<file path="src/rtl/priv_1_12_mode_ctrl.sv">
// priv_1_12_mode_ctrl
// Privilege-mode controller for the 1.12 privileged unit with configurable
// M/S/U support. It tracks the current privilege level, routes traps to M or
// S through medeleg/mideleg, executes MRET/SRET with WARL legalisation of the
// target mode, and emits the mstatus xPP/MPRV side-effect strobes for the CSR
// file. It also derives the effective data-access privilege under MPRV.
//
// Optional feature macro: PRIV_1_12_DEBUG_MODE_EN
//   When defined, adds a RUN/DEBUG state machine (halt request / DRET).
//   When undefined, the block is permanently in RUN and debug_mode is 0.
//
// Ports:
//   CLK, RST            clock; synchronous active-high reset
//   trap_valid          trap commits this cycle
//   trap_is_irq         1 = interrupt (mideleg), 0 = exception (medeleg)
//   trap_cause          cause index into the delegation registers
//   medeleg, mideleg    delegation CSRs
//   mret, sret          return instruction commits this cycle
//   mstatus_mpp/spp/mprv  current mstatus fields
//   dbg_halt_req, dret  debug halt request / DRET commit (feature macro only)
//   curr_priv           current privilege level (U=0, S=1, M=3)
//   eff_data_priv       privilege level used for loads and stores
//   trap_to_s           this cycle's trap is taken in S-mode
//   mpp_wr_en/data      MPP update strobe and value
//   spp_wr_en/data      SPP update strobe and value
//   mprv_clr            clear MPRV
//   illegal_ret         MRET/SRET illegal at current level
//   debug_mode          core is in debug mode
module priv_1_12_mode_ctrl #(
   parameter int SUPPORT_S = 1,
   parameter int SUPPORT_U = 1,
   parameter int CAUSE_W   = 5
) (
   input  logic               CLK,
   input  logic               RST,
   input  logic               trap_valid,
   input  logic               trap_is_irq,
   input  logic [CAUSE_W-1:0] trap_cause,
   input  logic [31:0]        medeleg,
   input  logic [31:0]        mideleg,
   input  logic               mret,
   input  logic               sret,
   input  logic [1:0]         mstatus_mpp,
   input  logic               mstatus_spp,
   input  logic               mstatus_mprv,
   input  logic               dbg_halt_req,
   input  logic               dret,
   output logic [1:0]         curr_priv,
   output logic [1:0]         eff_data_priv,
   output logic               trap_to_s,
   output logic               mpp_wr_en,
   output logic [1:0]         mpp_wr_data,
   output logic               spp_wr_en,
   output logic               spp_wr_data,
   output logic               mprv_clr,
   output logic               illegal_ret,
   output logic               debug_mode
);

   localparam logic [1:0] PRIV_U = 2'b00;
   localparam logic [1:0] PRIV_S = 2'b01;
   localparam logic [1:0] PRIV_M = 2'b11;
   localparam bit         HAS_S  = (SUPPORT_S != 0);
   localparam bit         HAS_U  = (SUPPORT_U != 0);
   localparam logic [1:0] LOWEST = HAS_U ? PRIV_U : PRIV_M;

   generate
      if (HAS_S && !HAS_U) begin : g_bad_cfg
         $error("priv_1_12_mode_ctrl: SUPPORT_S=1 requires SUPPORT_U=1");
      end
   endgenerate

   // WARL legalisation of a stored privilege field (MPP or saved debug prv).
   function automatic logic [1:0] legalize(input logic [1:0] m);
      case (m)
         PRIV_M:  return PRIV_M;
         PRIV_S:  return HAS_S ? PRIV_S : LOWEST;
         PRIV_U:  return HAS_U ? PRIV_U : PRIV_M;
         default: return LOWEST;
      endcase
   endfunction

   logic [1:0] priv_q;
   logic [1:0] priv_d;
   logic [1:0] ev_priv;
   logic [1:0] mpp_l;
   logic [1:0] restore_priv;
   logic       in_debug;
   logic       halt_entry;
   logic       dret_exit;
   logic       deleg_bit;
   logic       trap_s;
   logic       run_ok;

   assign mpp_l     = legalize(mstatus_mpp);
   assign deleg_bit = trap_is_irq ? mideleg[trap_cause] : medeleg[trap_cause];
   assign trap_s    = HAS_S && (priv_q != PRIV_M) && deleg_bit;
   // Debug entry outranks every architectural event committing in that cycle.
   assign run_ok    = !RST && !in_debug && !halt_entry;

`ifdef PRIV_1_12_DEBUG_MODE_EN
   typedef enum logic {RUN = 1'b0, DEBUG = 1'b1} dbg_state_t;

   dbg_state_t state_q;
   dbg_state_t state_d;
   logic [1:0] dcsr_prv_q;

   // State register
   always_ff @(posedge CLK) begin
      if (RST) state_q <= RUN;
      else     state_q <= state_d;
   end

   // Privilege saved on halt; only read after a halt has written it.
   always_ff @(posedge CLK) begin
      if (!RST && halt_entry) dcsr_prv_q <= priv_q;
   end

   // Next-state logic
   always_comb begin
      state_d = state_q;
      case (state_q)
         RUN:   if (dbg_halt_req) state_d = DEBUG;
         DEBUG: if (dret)         state_d = RUN;
      endcase
   end

   // FSM outputs
   always_comb begin
      in_debug   = (state_q == DEBUG);
      halt_entry = (state_q == RUN) && dbg_halt_req;
      dret_exit  = (state_q == DEBUG) && dret;
   end

   assign restore_priv = legalize(dcsr_prv_q);
`else
   logic unused_dbg_inputs;
   assign unused_dbg_inputs = dbg_halt_req ^ dret;
   assign in_debug     = 1'b0;
   assign halt_entry   = 1'b0;
   assign dret_exit    = 1'b0;
   assign restore_priv = PRIV_M;
`endif

   // Architectural events (trap > mret > sret) and their CSR strobes.
   always_comb begin
      ev_priv     = priv_q;
      trap_to_s   = 1'b0;
      mpp_wr_en   = 1'b0;
      mpp_wr_data = 2'b00;
      spp_wr_en   = 1'b0;
      spp_wr_data = 1'b0;
      mprv_clr    = 1'b0;
      illegal_ret = 1'b0;
      if (run_ok) begin
         if (trap_valid) begin
            if (trap_s) begin
               ev_priv     = PRIV_S;
               trap_to_s   = 1'b1;
               spp_wr_en   = 1'b1;
               spp_wr_data = priv_q[0];
            end else begin
               ev_priv     = PRIV_M;
               mpp_wr_en   = 1'b1;
               mpp_wr_data = priv_q;
            end
         end else if (mret) begin
            if (priv_q == PRIV_M) begin
               ev_priv     = mpp_l;
               mpp_wr_en   = 1'b1;
               mpp_wr_data = LOWEST;
               mprv_clr    = (mpp_l != PRIV_M);
            end else begin
               illegal_ret = 1'b1;
            end
         end else if (sret) begin
            if (!HAS_S || priv_q == PRIV_U) begin
               illegal_ret = 1'b1;
            end else begin
               ev_priv     = mstatus_spp ? PRIV_S : PRIV_U;
               spp_wr_en   = 1'b1;
               spp_wr_data = 1'b0;
               mprv_clr    = 1'b1;
            end
         end
      end
   end

   always_comb begin
      priv_d = ev_priv;
      if (halt_entry)     priv_d = PRIV_M;
      else if (dret_exit) priv_d = restore_priv;
   end

   always_ff @(posedge CLK) begin
      if (RST) priv_q <= PRIV_M;
      else     priv_q <= priv_d;
   end

   assign curr_priv     = priv_q;
   assign debug_mode    = in_debug;
   assign eff_data_priv = (mstatus_mprv && !in_debug) ? mpp_l : priv_q;

endmodule

</file>
<file path="config.mk">
export PLATFORM = sky130hd
export DESIGN_NAME = priv_1_12_mode_ctrl
export DESIGN_NICKNAME = d
export VERILOG_FILES = /design/src/rtl/priv_1_12_mode_ctrl.sv
export SDC_FILE = /design/constraint.sdc
export NUM_CORES = 1
export LEC_CHECK = 0
export ABC_AREA = 1
export BUFFER_PORTS_ARGS = -buffer_cell sky130_fd_sc_hd__buf_4
export CAP_MARGIN = 20
export CELL_PAD_IN_SITES_DETAIL_PLACEMENT = 1
export CELL_PAD_IN_SITES_GLOBAL_PLACEMENT = 1
export CORE_AREA = 3 3 71 73
export DETAILED_ROUTE_END_ITERATION = 8
export DIE_AREA = 0 0 74 76
export HOLD_SLACK_MARGIN = 0.06
export PLACE_DENSITY_LB_ADDON = 0.1
export REMOVE_ABC_BUFFERS = 1
export SETUP_SLACK_MARGIN = 0.05
export SLEW_MARGIN = 20
export SYNTH_ARGS = -nofsm -noshare
export SYNTH_HDL_FRONTEND = slang
export SYNTH_SLANG_ARGS = --single-unit
</file>
<file path="constraint.sdc">
create_clock -name CLK -period 1.9 [get_ports CLK]
set_input_delay 0.19 -clock CLK [delete_from_list [all_inputs] [get_ports CLK]]
set_output_delay 0.19 -clock CLK [all_outputs]
set_load 0.01 [all_outputs]
</file>
==> metrics.txt, run 1 <==
run status finished, final reports clean; Synth top area share 0.3367; reg-to-reg critical path endpoint curr_priv[1]; relative contribution of sequential cells to total power 0.087; CP Data Required Time 1710 ps; number of placed cells counting well taps 335; met2 wire len 1.985 mm; endpoints failing hold 0; most common cell after layout, fill and taps aside sky130_fd_sc_hd__buf_4; total inserted antenna cells 0; number of global-route vias before repair 1553; Layout Cells excl Fill 340; switching part of the total 0.3594; top-level I/O count 94; H-tree level count 1; min cycle time layout 1681 ps; Clock Latency Late Sink 210 ps; Netlist Area Pre-Place 980.9 µm²; CTS clock-pin slew for the worst setup and hold paths 30 ps; worst vdd rail ir drop 154.3 µV; class of the most critical setup path in -> out; combined global-route utilization of all metal layers 0.1412; post-route ant nets 0; worst-case setup slack after placement 90.88 ps; Layout Skew 1.430 ps; length of routed wiring on met1 1.947 mm; most area-hungry cell type in the Yosys netlist sky130_fd_sc_hd__nand2_1; flip-flop and latch count after synthesis 2; most frequent cells in the layout sky130_fd_sc_hd__buf_4, sky130_fd_sc_hd__nand2_1, sky130_fd_sc_hd__nand3_1; highest metal layer used by the detailed router met4; minimum hold slack 234.0 ps; type of element launching the critical path input pin; setup slack on the worst flop-to-flop path 500 ps; post-layout net count 371; power per cell area 346.7 mW/mm²; antenna violations before repair 0; DR vias/cell 4.682; area after detailed placement 0.001639 mm²; Longest Clk Path Bufs 2; Crit Reg-Reg Startpoint curr_priv[1]; ratio of cells with drive above 1 in the final layout 0.3750; synthesized instance count 202; routed len/inst 12.70 µm; max-cap violations 0; fraction of power consumed by combinational cells 0.647; Iter 0 DRT Violations 34; DP Wirelength 3.424 mm; sequential fraction of the synthesis area 0.04082; Via Count 1592; Die Width 74 µm; net switching power figure 0.2192 mW; Reg2Reg Depth 7; post-route setup TNS 0 ps; final weighted congestion in routability-driven placement 0.7712; mean post-synth cell area 4.856 µm²; Layout fillers 626; number of buffers created by CTS 3; HP Start RST; Port Buffer Count 90; global-route wire length before repair 6.706 mm; post-detailed-route DRC marker count 0; final design instance area without fill 0.001759 mm²; Area growth, synth to finish 79.34%; Max Clock Freq 595.0 MHz; Core Footprint 0.004414 mm²; type of element capturing the critical path output port; number of distinct library cell variants in the gate-level netlist after synthesis 22; initial cell density of the core 0.2222; setup slack after layout 219.4 ps; Leakage 0.9809 nW; root cell of the clock tree sky130_fd_sc_hd__clkbuf_8; power share of the clock group 0.266; Yosys warnings 0; start point of the critical path trap_cause[0]; top fanout value on the critical path 16; First-pass DRT Iterations 4; number of sinks on the clock net 2; total gr overflow 0; clock tree from TritonCTS done; number of buffers added to fix hold violations after cts 0; arrival time of data at the critical path endpoint 1490 ps; met3 routed wirelength 364 µm; Die ar. 0.005624 mm²; Post-Route WL 4.317 mm; Vert. Die Dim 76 µm; pin count of the biggest net entering global routing 33; largest cells by area after synthesis sky130_fd_sc_hd__nand2_1, sky130_fd_sc_hd__nand3_1, sky130_fd_sc_hd__buf_6; HP Class in -> reg; last element of the critical path spp_wr_en; internal cell power 0.3907 mW; number of core rows 24; Final Setup Violations 0; final-report max-slew violation count 0; setup repair after global routing missed its margin no; fraction of the cycle the final worst path needs 0.8845; number of flip-flops under the largest register name 2
-- stage by stage --
stage / total power, mW / util
floorplan: 0.2137 / -
detailed placement: 0.4332 / 0.3713
global route: 0.6745 / 0.3985
finish: 0.6099 / 0.3985
global placement: 0.4300 / 0.3713
CTS: 0.6015 / 0.3807
-- critical path: stages --
cell and delay (ps):
sky130_fd_sc_hd__buf_8 140, sky130_fd_sc_hd__buf_12 150, sky130_fd_sc_hd__nand2_1 50, sky130_fd_sc_hd__nand3_1 80, sky130_fd_sc_hd__nand3_1 80, sky130_fd_sc_hd__nand2_1 80, sky130_fd_sc_hd__nand2_1 50, sky130_fd_sc_hd__nand3_1 60
sky130_fd_sc_hd__nand3_1 80, sky130_fd_sc_hd__nand2_2 90, sky130_fd_sc_hd__nand2_4 60, sky130_fd_sc_hd__nand2_2 80, sky130_fd_sc_hd__o21ai_1 70, sky130_fd_sc_hd__nor2_2 80, sky130_fd_sc_hd__buf_4 120
-- worst min-delay path by stage --
stage                         endpoint  slack (ps)  depth (start not counted)
after floorplan           curr_priv[1]         290                          2
after detailed placement  curr_priv[1]         450                          3
after global placement    curr_priv[1]         440                          3
after global routing      curr_priv[1]         250                          3
after CTS                 curr_priv[1]         240                          3
final                     curr_priv[1]         230                          3
-- routing by layer --
metal / vias to the layer above / GRT usage
met4: 0 / 0.02717
li1: 830 / -
met5: - / 0
met2: 55 / 0.2270
met1: 705 / 0.2000
met3: 2 / 0.01715
-- synthesized netlist by cell type --
| master | number |
|---|---|
| sky130_fd_sc_hd__a21oi_1 | 6 |
| sky130_fd_sc_hd__buf_2 | 3 |
| sky130_fd_sc_hd__buf_4 | 4 |
| sky130_fd_sc_hd__buf_6 | 6 |
| sky130_fd_sc_hd__conb_1 | 1 |
| sky130_fd_sc_hd__dfxtp_1 | 2 |
| sky130_fd_sc_hd__inv_1 | 12 |
| sky130_fd_sc_hd__inv_2 | 2 |
| sky130_fd_sc_hd__inv_4 | 1 |
| sky130_fd_sc_hd__nand2_1 | 88 |
| sky130_fd_sc_hd__nand2_2 | 2 |
| sky130_fd_sc_hd__nand2_4 | 1 |
| sky130_fd_sc_hd__nand3_1 | 55 |
| sky130_fd_sc_hd__nor2_1 | 6 |
| sky130_fd_sc_hd__nor2_2 | 1 |
| sky130_fd_sc_hd__nor3_1 | 4 |
| sky130_fd_sc_hd__nor3_2 | 1 |
| sky130_fd_sc_hd__nor3b_2 | 1 |
| sky130_fd_sc_hd__nor4_1 | 1 |
| sky130_fd_sc_hd__o21ai_0 | 1 |
| sky130_fd_sc_hd__o21ai_1 | 3 |
| sky130_fd_sc_hd__o221ai_1 | 1 |
-- final cells by class --
type                       instances  area (µm²)  area share
inverter                          15       71.32     0.04054
clock buffer                       3       41.29     0.02347
sequential                         2       40.04     0.02276
timing repair buffer              95       763.2      0.4339
timing repair inverter             1       8.758    0.004979
tap                               52       65.06     0.03698
multi-input combinational        172       769.5      0.4374
-- power groups by stage --
| stage | Combinational, mW | Sequential [mW] | Clock (mW) |
|---|---|---|---|
| CTS | 0.381 | 0.0535 | 0.167 |
| finish | 0.395 | 0.0529 | 0.162 |
| detailed placement | 0.379 | 0.0540 | 0 |
| floorplan | 0.160 | 0.0539 | 0 |
| global placement | 0.376 | 0.0536 | 0 |
| global route | 0.443 | 0.0538 | 0.178 |
-- what timing repair did --
item | CTS | global route
buffers inserted | 0 | 0
gates resized for setup | 0 | 13
setup endpoints to repair | 0 | 5
-- logic make-up (layout without fill, tap and decap cells) --
family                 after synthesis  after routing  share of synthesized area
and+or+nand+nor                    160            160                     0.7207
other                                1              1                   0.003823
AOI/OAI and AO/OA                   11             11                    0.05994
buffers and inverters               28            114                     0.1747
DFF                                  2              2                    0.04082
No activity file was read; power rests on OpenSTA's default activity.
==> inputs of run 2 (changes only) <==
SETUP_SLACK_MARGIN = 0.3   (was 0.05)
==> run 2 against run 1 <==
Compared with the run above: setup slack got worse by 20 ps; via count up 2.8%; total power rose by 14%; worst hold slack better by 7.4 ps; highest routed layer unchanged; largest power group unchanged; critical path depth fell by 1; die area unchanged.
==> metrics.txt, run 2 (synthesized netlist as in run 1, its figures left out) <==
number of buffers added to fix hold violations after cts 0 (unchanged); net switching power figure 0.2688 mW (+23%); Longest Clk Path Bufs 2 (unchanged); number of global-route vias before repair 1649 (+6.2%); number of sinks on the clock net 2 (unchanged); post-detailed-route DRC marker count 0 (unchanged); Sequential Area 41.29 µm² (+3.1%); top-level I/O count 94 (unchanged); CTS clock-pin slew for the worst setup and hold paths 30 ps (about the same); relative contribution of sequential cells to total power 0.078 (-0.009); initial cell density of the core 0.2222 (unchanged); setup slack after layout 199.1 ps (-20.27 ps); Layout Skew 1.319 ps (-0.1110 ps); footprint of the multi-input gates 0.001032 mm² (+34%); worst vdd rail ir drop 158.2 µV (+2.5%); min cycle time layout 1701 ps (+20.27 ps); root cell of the clock tree sky130_fd_sc_hd__clkbuf_8; post-route setup TNS 0 ps (unchanged); setup repair after global routing missed its margin yes; area after detailed placement 0.001639 mm² (unchanged); Leakage 1.097 nW (+12%); post-route ant nets 0 (unchanged); total inserted antenna cells 0 (unchanged); worst-case setup slack after placement 90.88 ps (unchanged); global-route wire length before repair 7.141 mm (+6.5%); CP Data Required Time 1710 ps (about the same); most frequent cells in the layout sky130_fd_sc_hd__buf_4, sky130_fd_sc_hd__nand2_1, sky130_fd_sc_hd__nand3_2; combined global-route utilization of all metal layers 0.1526 (+0.01131); Die ar. 0.005624 mm² (unchanged); Vert. Die Dim 76 µm (unchanged); routed len/inst 13.90 µm (+9.5%); DP Wirelength 3.424 mm (unchanged); post-layout net count 373 (+0.54%); type of element launching the critical path input pin; ratio of cells with drive above 1 in the final layout 0.6069 (+0.2319); Post-Route WL 4.753 mm (+10%); Port Buffer Count 90 (unchanged); Iter 0 DRT Violations 19 (-44%); H-tree level count 1 (unchanged); number of core rows 24 (unchanged); final design instance area without fill 0.002106 mm² (+20%); antenna violations before repair 0 (unchanged); number of flip-flops under the largest register name 2 (unchanged); First-pass DRT Iterations 4 (unchanged); most common cell after layout, fill and taps aside sky130_fd_sc_hd__buf_4; total gr overflow 0 (unchanged); DR vias/cell 4.784 (+2.2%); Max Clock Freq 587.9 MHz (-1.2%); endpoints failing hold 0 (unchanged); top fanout value on the critical path 8 (-8); clock tree from TritonCTS done; Clock Latency Late Sink 210 ps (about the same); switching part of the total 0.3849 (+0.02552); type of element capturing the critical path output port; Via Count 1636 (+2.8%); max-cap violations 0 (unchanged); Die Width 74 µm (unchanged); Layout fillers 581 (-7.2%); HP Class in -> reg; internal cell power 0.4295 mW (+9.9%); Final Setup Violations 0 (unchanged); number of buffers created by CTS 3 (unchanged); power share of the clock group 0.233 (-0.033); final weighted congestion in routability-driven placement 0.7712 (unchanged); class of the most critical setup path in -> out; Area growth, synth to finish 114.7%; fraction of the cycle the final worst path needs 0.8952 (+0.01067); final-report max-slew violation count 0 (unchanged); arrival time of data at the critical path endpoint 1510 ps (+20 ps); power per cell area 331.6 mW/mm² (-4.4%); Core Footprint 0.004414 mm² (unchanged); run status finished, final reports clean; fraction of power consumed by combinational cells 0.689 (+0.042); pin count of the biggest net entering global routing 33 (unchanged)
run 2: cell types whose count changed in the layout (fill, tap and decap cells not counted), sizes merged:
cell	delta
buf	+3
clkbuf	-1
clkinvlp	+1
inv	-1
run 2: power groups by stage:
| stage | clock (mW) | combinational [mW] | sequential (mW) |
|---|---|---|---|
| 5_1_grt | 0.178 | 0.530 | 0.0553 |
| 2_1_floorplan | 0 | 0.160 | 0.0539 |
| 3_3_place_gp | 0 | 0.376 | 0.0536 |
| 4_1_cts | 0.167 | 0.449 | 0.0535 |
| 6_report | 0.162 | 0.481 | 0.0544 |
| 3_5_place_dp | 0 | 0.379 | 0.0540 |
run 2: final cells by class:
class | count | share of cell area
clock buffer | 3 | 0.01961
inverter | 15 | 0.04456
multi-input combinational | 172 | 0.4902
sequential | 2 | 0.01961
tap | 52 | 0.03090
timing repair buffer | 97 | 0.3898
timing repair inverter | 1 | 0.005348
run 2: worst paths after layout:
| path | start | cells past startpoint | end | slack (ps) |
|---|---|---|---|---|
| setup reg to reg | curr_priv[0] | 7 | curr_priv[1] | 590 |
| setup / recovery | trap_cause[0] | 14 | mpp_wr_data[1] | 200 |
| hold reg to reg | curr_priv[1] | 2 | curr_priv[1] | 540 |
| hold / removal | RST | 3 | curr_priv[1] | 240 |
run 2: worst max-delay path: stages:
cell and delay, ps:
sky130_fd_sc_hd__buf_16 150, sky130_fd_sc_hd__buf_16 150, sky130_fd_sc_hd__nand2_1 60, sky130_fd_sc_hd__nand3_1 100, sky130_fd_sc_hd__nand3_2 80, sky130_fd_sc_hd__nand2_1 50, sky130_fd_sc_hd__nand2_1 60, sky130_fd_sc_hd__nand3_1 70
sky130_fd_sc_hd__nand3_1 100, sky130_fd_sc_hd__nand2_2 70, sky130_fd_sc_hd__nand2_4 100, sky130_fd_sc_hd__inv_4 40, sky130_fd_sc_hd__nor3b_2 140, sky130_fd_sc_hd__buf_4 140
run 2: per-stage QoR:
step | std cells | hold WS, ps | util | power (mW)
after floorplan | 189 | 285.5 | - | 0.2137
after global placement | 335 | 443.6 | 0.3713 | 0.4300
after detailed placement | 335 | 445.5 | 0.3713 | 0.4332
after CTS | 341 | 242.5 | 0.4430 | 0.6699
after global routing | 342 | 257.0 | 0.4770 | 0.7632
final | 342 | 241.4 | 0.4770 | 0.6983
run 2: metal layers:
layer  global-route usage  wire (µm)
met3              0.01847        372
met1               0.2063       2044
met4              0.02717         20
met2               0.2571       2316
met5                    0          0
run 2: repair_timing:
action | 4_1_cts | 5_1_grt
setup endpoints to repair | 7 | 7
cloned | 2 | 1
pin swaps | 7 | 30
resized for setup | 57 | 34
buffers inserted | 1 | 0
